`config.mk`:
```
export PLATFORM = sky130hd
export DESIGN_NAME = exc_timer_ctrl
export DESIGN_NICKNAME = d
export VERILOG_FILES = /design/src/rtl/exc_timer_ctrl.sv
export SDC_FILE = /design/constraint.sdc
export NUM_CORES = 1
export LEC_CHECK = 0
export BUFFER_PORTS_ARGS = -buffer_cell sky130_fd_sc_hd__buf_2
export CAP_MARGIN = 30
export CORE_AREA = 5 5 148 150
export CTS_BUF_LIST = sky130_fd_sc_hd__clkbuf_4
export DETAILED_ROUTE_END_ITERATION = 8
export DIE_AREA = 0 0 153 155
export PLACE_DENSITY_LB_ADDON = 0.3
export SYNTH_ARGS = -nofsm -noshare
export SYNTH_HDL_FRONTEND = slang
export SYNTH_SLANG_ARGS = --single-unit
```
`constraint.sdc`:
```
create_clock -name clock -period 6.8 [get_ports clock]
set_input_delay 1.02 -clock clock [delete_from_list [all_inputs] [get_ports clock]]
set_output_delay 1.02 -clock clock [all_outputs]
set_load 0.05 [all_outputs]
```
`src/rtl/exc_timer_ctrl.sv`:
```
// Timer CSRs (TCFG/TVAL) and WB-stage exception/ERTN commit sequencer.
// A trap or ERTN pulses once in TAKE, then holds a fetch redirect in REDIR until accepted.
module exc_timer_ctrl #(
   parameter logic [13:0] TCFG_NUM = 14'h041,
   parameter logic [13:0] TVAL_NUM = 14'h042
) (
   input  logic        clock,
   input  logic        resetn,
   input  logic        csr_we,
   input  logic [13:0] csr_num,
   input  logic [31:0] csr_wmask,
   input  logic [31:0] csr_wvalue,
   output logic [31:0] tcfg_rvalue,
   output logic [31:0] tval_rvalue,
   output logic [31:0] timer_cnt,
   input  logic [12:0] estat_is,
   input  logic [12:0] ecfg_lie,
   input  logic        crmd_ie,
   input  logic [31:0] eentry,
   input  logic [31:0] era,
   input  logic        wb_valid,
   input  logic [4:0]  wb_exc,
   input  logic        wb_ertn,
   input  logic [31:0] wb_pc_in,
   output logic        wb_ex,
   output logic [5:0]  wb_ecode,
   output logic [8:0]  wb_esubcode,
   output logic [31:0] wb_pc,
   output logic        ertn_flush,
   output logic        redirect_valid,
   output logic [31:0] redirect_pc,
   input  logic        redirect_ready,
   output logic        busy
);

   typedef enum logic [1:0] {IDLE, TAKE, REDIR} state_e;

   state_e      state_q, state_d;
   logic        tcfg_en_q, tcfg_en_d;
   logic        tcfg_per_q, tcfg_per_d;
   logic [29:0] tcfg_init_q, tcfg_init_d;
   logic [31:0] cnt_q, cnt_d;
   logic        is_ex_q, is_ex_d;
   logic [5:0]  ecode_q, ecode_d;
   logic [8:0]  esub_q, esub_d;
   logic [31:0] pc_q, pc_d;
   logic [31:0] rpc_q, rpc_d;

   logic        tcfg_we;
   logic [31:0] tcfg_new;
   logic        int_pending;
   logic        trap;
   logic [5:0]  trap_ecode;

   // TVAL is read-only; an address clash leaves TCFG unwritable rather than aliased onto TVAL.
   assign tcfg_we  = csr_we && (csr_num == TCFG_NUM) && (TCFG_NUM != TVAL_NUM);
   assign tcfg_new = (csr_wmask & csr_wvalue) | (~csr_wmask & tcfg_rvalue);

   always_comb begin
      tcfg_en_d   = tcfg_en_q;
      tcfg_per_d  = tcfg_per_q;
      tcfg_init_d = tcfg_init_q;
      cnt_d       = cnt_q;
      if (tcfg_we) begin
         tcfg_en_d   = tcfg_new[0];
         tcfg_per_d  = tcfg_new[1];
         tcfg_init_d = tcfg_new[31:2];
         cnt_d       = {tcfg_new[31:2], 2'b00};
      end else if (tcfg_en_q) begin
         if (cnt_q == 32'd0) begin
            cnt_d = tcfg_per_q ? {tcfg_init_q, 2'b00} : 32'hFFFF_FFFF;
         end else if (cnt_q != 32'hFFFF_FFFF) begin
            cnt_d = cnt_q - 32'd1;
         end
      end
   end

   assign int_pending = crmd_ie & (|(estat_is & ecfg_lie));
   assign trap        = int_pending | (|wb_exc);

   // wb_exc is {ALE,BRK,SYS,INE,ADEF}; interrupts outrank every synchronous exception.
   always_comb begin
      trap_ecode = 6'h00;
      if (int_pending)    trap_ecode = 6'h00;
      else if (wb_exc[0]) trap_ecode = 6'h08;
      else if (wb_exc[1]) trap_ecode = 6'h0D;
      else if (wb_exc[2]) trap_ecode = 6'h0B;
      else if (wb_exc[3]) trap_ecode = 6'h0C;
      else if (wb_exc[4]) trap_ecode = 6'h09;
   end

   always_comb begin
      state_d = state_q;
      is_ex_d = is_ex_q;
      ecode_d = ecode_q;
      esub_d  = esub_q;
      pc_d    = pc_q;
      rpc_d   = rpc_q;
      unique case (state_q)
         IDLE: begin
            if (wb_valid && trap) begin
               is_ex_d = 1'b1;
               ecode_d = trap_ecode;
               esub_d  = 9'd0;
               pc_d    = wb_pc_in;
               rpc_d   = eentry;
               state_d = TAKE;
            end else if (wb_valid && wb_ertn) begin
               is_ex_d = 1'b0;
               rpc_d   = era;
               state_d = TAKE;
            end
         end
         TAKE:  state_d = REDIR;
         REDIR: if (redirect_ready) state_d = IDLE;
         default: state_d = IDLE;
      endcase
   end

   always_ff @(posedge clock) begin
      if (!resetn) begin
         state_q     <= IDLE;
         tcfg_en_q   <= 1'b0;
         tcfg_per_q  <= 1'b0;
         tcfg_init_q <= 30'd0;
         cnt_q       <= 32'hFFFF_FFFF;
         is_ex_q     <= 1'b0;
         ecode_q     <= 6'd0;
         esub_q      <= 9'd0;
         pc_q        <= 32'd0;
         rpc_q       <= 32'd0;
      end else begin
         state_q     <= state_d;
         tcfg_en_q   <= tcfg_en_d;
         tcfg_per_q  <= tcfg_per_d;
         tcfg_init_q <= tcfg_init_d;
         cnt_q       <= cnt_d;
         is_ex_q     <= is_ex_d;
         ecode_q     <= ecode_d;
         esub_q      <= esub_d;
         pc_q        <= pc_d;
         rpc_q       <= rpc_d;
      end
   end

   assign tcfg_rvalue    = {tcfg_init_q, tcfg_per_q, tcfg_en_q};
   assign timer_cnt      = cnt_q;
   assign tval_rvalue    = cnt_q;
   assign wb_ex          = (state_q == TAKE) && is_ex_q;
   assign ertn_flush     = (state_q == TAKE) && !is_ex_q;
   assign redirect_valid = (state_q == REDIR);
   assign redirect_pc    = rpc_q;
   assign busy           = (state_q != IDLE);
   assign wb_ecode       = ecode_q;
   assign wb_esubcode    = esub_q;
   assign wb_pc          = pc_q;

endmodule

```
==> results.cfg, run 1 <==
[run_status]
status = finished clean

[yosys]
yosys-top-cells-area = dfxtp_1, nand2_1, a21oi_1
synthArstFlopShare_pct = 0
yosys.cell_count.top_type = nand2_1
yosysWarnings = 0
ys_seq_elements = 135
ys_seq_area_share_pct = 36.2
synth_top_area_share_pct = 36.2
syn_area_um2 = 7460
synth-edff-count = 0
syn_inst = 908
synth_cell_types = 73
synthTopCellsByCount = nand2_1, dfxtp_1, a21oi_1
synth.avg_cell_area_um2 = 8.22
yosys.area.top_type = dfxtp_1
ys.flop_type = dfxtp_1

[sta]
fin_worst_skew_ns = 0.0245
fmax_mhz = 299
setup_viol = 0
period_share_pct = 49.2
finalHoldViolations = 0
period_needed_ns = 3.35
maxSlewHeadroom_pct = 40.0
rsz0062_at_grt = no
worstMarginPinSlew_ns = 0.899
setup_tns_ns = 0
finalMaxSlewViolations = 0

[setup_path]
r2r_slack_ns = 3.45
cp_slowest_stage_delay_ns = 0.81
crit_fanout = 32
cp_slowest_cell = nand4_2
crit_arrival_ns = 3.76
path_class = flop to flop
r2r-start = timer_cnt[20]
worstRegToRegCells = 6
critPathBufInv = 0
crit_chain = or3_4 > nor4_4 > nand4_2 > o221a_1 > a2111oi_2 > a31oi_1
start_kind = flop
worstReg2RegEnd = timer_cnt[6]
crit_family = simple AND/OR/NAND/NOR gates
cp_data_required_time_ns = 7.22
cp-end-kind = flop

[die]
io_pins = 391
die_h_um = 155
dieArea_um2 = 23700
rows = 53
die_w_um = 153
start_util_pct = 36.3
coreArea_um2 = 20600

[global_route]
antenna_found_initial = 2
grt_max_degree = 67
grtUsageTotal_pct = 21.0
grt_pass1_wl_um = 40700
grt_overflow = 0
grt_pass1_vias = 7689

[layout]
final_util_pct = 46.3
drive_gt1_share_pct = 38.5
fill_cells = 2117
area_growth_pct = 27.6
nNetsFinal = 1434

[detailed_routing]
routed_wl_um = 26200
antenna_left = 0
drc = 0
wl_per_cell_um = 17.4
drtPass1Iterations = 5
vias_per_cell = 5.26
drt_iter0_drc = 465
vias = 7935

[power_and_ir_drop]
ir_drop_mv = 0.109
p_seq_share_pct = 47.1
power_density_nw_per_um2 = 187
internal_power_uw = 1180
p_leak_uw = 0.00440
p_clk_share_pct = 32.2
p_switching_uw = 603
p_sw_share_pct = 33.9
combPwrFrac_pct = 20.8

[min_path]
min_from = wb_pc[16]
min_to = wb_pc[16]
hp-class = flop to flop
holdPathStages = 2

[clock_network]
cts_hold_buf = 0
post_cts_resized = 0
root_buffer = clkbuf_4
cts.sinks = 135
cts_setup_buffers = 0
cts_buffers = 17
htreeDepth = 4
cts.path.max_buffers = 2
clk_pin_slew_ns = 0.14
clkLatencyLatePin_ns = 0.55
cts_tree = yes

[flow_run]
maxCapViolations = 0

[placement]
port_buffers = 379
hpwlAfterDp_um = 19900
gp_congestion = 0.857
-- through the flow --
step / hold slack, ns / worst slack, ns / cells / cell area (µm²) / total power [µW]
after CTS: 0.461 / 3.52 / 1507 / 9520 / 1800
after floorplan: 0.471 / 3.88 / 918 / 7500 / 1100
after detailed placement: 0.443 / 3.02 / 1475 / 9230 / 1230
after global placement: 0.439 / 3.09 / 1475 / 9230 / 1220
after global routing: 0.478 / 3.31 / 1508 / 9520 / 1870
final: 0.460 / 3.45 / 1508 / 9520 / 1780
-- worst max path at each step --
stage	from	end	slack [ns]	depth (start not counted)
2_1_floorplan	wb_exc[1]	redirect_pc[10]	3.88	7
3_3_place_gp	csr_num[5]	timer_cnt[17]	3.09	9
3_5_place_dp	csr_num[5]	timer_cnt[16]	3.02	9
4_1_cts	timer_cnt[20]	timer_cnt[6]	3.52	6
5_1_grt	timer_cnt[20]	timer_cnt[6]	3.31	6
6_report	timer_cnt[20]	timer_cnt[6]	3.45	6
-- routing by layer --
layer / vias up / GRT usage (%) / share of wire (%) / routed length [µm]
li1: 3865 / - / - / -
met1: 3680 / 23.8 / 38 / 9950
met2: 353 / 38.1 / 51 / 13400
met3: 35 / 7.09 / 9.0 / 2360
met4: 2 / 5.39 / 1.7 / 438
met5: - / 0 / 0.027 / 7
-- registers in the layout (all words and copies together) (netlist names), named ones only --
register,cells
is_ex_q,1
redirect_pc,32
state_q,2
tcfg_init_q,30
timer_cnt,32
wb_ecode,4
wb_pc,32
-- power groups by stage --
stage / registers, µW / logic, µW / clock network, µW
finish: 838 / 369 / 572
global route: 842 / 398 / 629
CTS: 838 / 372 / 591
detailed placement: 855 / 371 / 0
global placement: 854 / 368 / 0
floorplan: 965 / 137 / 0
-- cells by family after synthesis --
family	count (synthesis)	share of synthesized area [%]
adder cells (fa/ha/maj)	3	0.503
other	1	0.0502
multiplexers	59	8.47
flip-flops	135	36.2
buffers and inverters	114	8.55
AND/OR/NAND/NOR	337	22.8
XOR/XNOR	6	0.704
AO/OA/AOI/OAI	253	22.7
-- cell type report --
cell class | instances | area, µm² | share of cell area (%)
Antenna cell | 1 | 2.50 | 0.0263
Clock buffer | 17 | 128 | 1.34
Clock inverter | 15 | 165 | 1.73
Inverter | 7 | 26.3 | 0.276
Multi-Input combinational cell | 669 | 4180 | 43.9
Sequential cell | 135 | 2700 | 28.4
Tap cell | 275 | 344 | 3.61
Timing Repair Buffer | 389 | 1970 | 20.7
-- worst reg2reg max path, delay by kind of cell (launching register included) --
kind               cells  cell delay [ns]
AOI/OAI and AO/OA      3             1.01
and+or+nand+nor        3             1.77
DFF                    1             0.43
-- layout by cell type (no fill, tap or decap), types with 25 or more instances in the layout --
master and n:
o211a_1 33, nand2_1 152, mux2_2 33, dfxtp_1 135, nand2b_1 32, buf_2 379
a21oi_1 96, nand3_1 46, nor2_1 28, mux2i_1 26, o21ai_0 25
(Power assumes the default switching activity.)
==> run 2, diff against run 1 <==
Clock period 6.8 ns to 3.4 ns, I/O delays scaled along.
==> results.cfg, run 2 (synthesis gave the netlist of run 1 again) <==
[clock_network]
cts_buffers = 17
clk_pin_slew_ns = 0.15
post_cts_resized = 0
htreeDepth = 4
root_buffer = clkbuf_4
cts_tree = yes
clkLatencyLatePin_ns = 0.55
cts_hold_buf = 0
cts.path.max_buffers = 2
cts.sinks = 135
cts_setup_buffers = 0

[sta]
setup_tns_ns = 0
finalHoldViolations = 0
fmax_mhz = 365
setup_viol = 0
period_share_pct = 80.6
fin_worst_skew_ns = 0.0217
maxSlewHeadroom_pct = 45.9
finalMaxSlewViolations = 0
period_needed_ns = 2.74
worstMarginPinSlew_ns = 0.811
rsz0062_at_grt = no

[placement]
port_buffers = 379
gp_congestion = 0.849
hpwlAfterDp_um = 20500

[setup_path]
start_kind = flop
cp_data_required_time_ns = 3.79
path_class = flop to flop
cp-end-kind = flop
crit_fanout = 17
crit_arrival_ns = 3.13

[detailed_routing]
routed_wl_um = 26800
drc = 0
vias = 8036
drtPass1Iterations = 5
antenna_left = 0
wl_per_cell_um = 17.6
drt_iter0_drc = 409
vias_per_cell = 5.29

[layout]
final_cell_mix = buf_2, nand2_1, dfxtp_1
area_growth_pct = 29.1
final_util_pct = 46.9
final_common_cell = buf_2
drive_gt1_share_pct = 39.0
fill_cells = 2103
nNetsFinal = 1444

[die]
rows = 53
dieArea_um2 = 23700
start_util_pct = 36.3
die_h_um = 155
coreArea_um2 = 20600
io_pins = 391
die_w_um = 153

[power_and_ir_drop]
power_density_nw_per_um2 = 366
ir_drop_mv = 0.265
p_leak_uw = 0.00446

[global_route]
grt_pass1_vias = 7761
antenna_found_initial = 4
grt_max_degree = 67
grtUsageTotal_pct = 21.5
grt_pass1_wl_um = 41100
grt_overflow = 0

[min_path]
hp-class = primary input to flop

[flow_run]
maxCapViolations = 0

[run_status]
status = finished clean
[run 2: cell count changes in the layout (fill, tap and decap cells not counted), moves of 2 or more]
cell,change
diode_2,+2
buf_4,+7
buf_12,+3
inv_8,+3
[run 2: path summary, 6_finish.rpt]
| check | start | cells past startpoint | slack [ns] | to |
|---|---|---|---|---|
| setup / recovery | timer_cnt[16] | 6 | 0.66 | timer_cnt[6] |
| hold / removal | wb_pc_in[15] | 3 | 0.18 | wb_pc[15] |
| setup reg to reg | timer_cnt[16] | 6 | 0.66 | timer_cnt[6] |
| hold reg to reg | wb_pc[0] | 2 | 0.46 | wb_pc[0] |
[run 2: metal layers]
metal | vias up | part of all wire (%) | GRT usage [%]
li1 | 3898 | - | -
met1 | 3741 | 38 | 23.1
met2 | 348 | 51 | 39.4
met3 | 47 | 8.7 | 7.57
met4 | 2 | 2.4 | 7.00
met5 | - | 0.041 | 0
[run 2: power by group]
part           switching [µW]  leakage (µW)  total [µW]  internal, µW
combinational             491       0.00321         746           255
sequential               31.0       0.00110        1680          1650
clock                     708      0.000152        1100           395
total                    1230       0.00446        3530          2300
[run 2: final cells by class]
cell class / instances / area, µm² / share of cell area (%)
Inverter: 7 / 26.3 / 0.273
Timing Repair Buffer: 399 / 2080 / 21.6
Clock inverter: 15 / 156 / 1.62
Multi-Input combinational cell: 669 / 4180 / 43.4
Tap cell: 275 / 344 / 3.57
Clock buffer: 17 / 128 / 1.33
Antenna cell: 3 / 7.51 / 0.0779
Sequential cell: 135 / 2700 / 28.1
[run 2: metrics by stage]
| step | worst slack (ns) | power (µW) | cells | hold WS [ns] | cell area, µm² |
|---|---|---|---|---|---|
| after floorplan | 0.812 | 2200 | 918 | 0.471 | 7500 |
| after global placement | 0.589 | 2450 | 1485 | 0.438 | 9340 |
| after detailed placement | 0.552 | 2460 | 1485 | 0.444 | 9340 |
| after CTS | 0.657 | 3570 | 1517 | 0.114 | 9620 |
| after global routing | 0.441 | 3700 | 1520 | 0.102 | 9630 |
| final | 0.659 | 3530 | 1520 | 0.177 | 9630 |
[run 2: critical path, cell delays in order (launching register included)]
cell	delay, ns
dfxtp_1	0.42
or4_4	0.57
nor3_4	0.31
nand4_2	0.44
o221a_1	0.43
a2111oi_2	0.33
a31oi_1	0.06
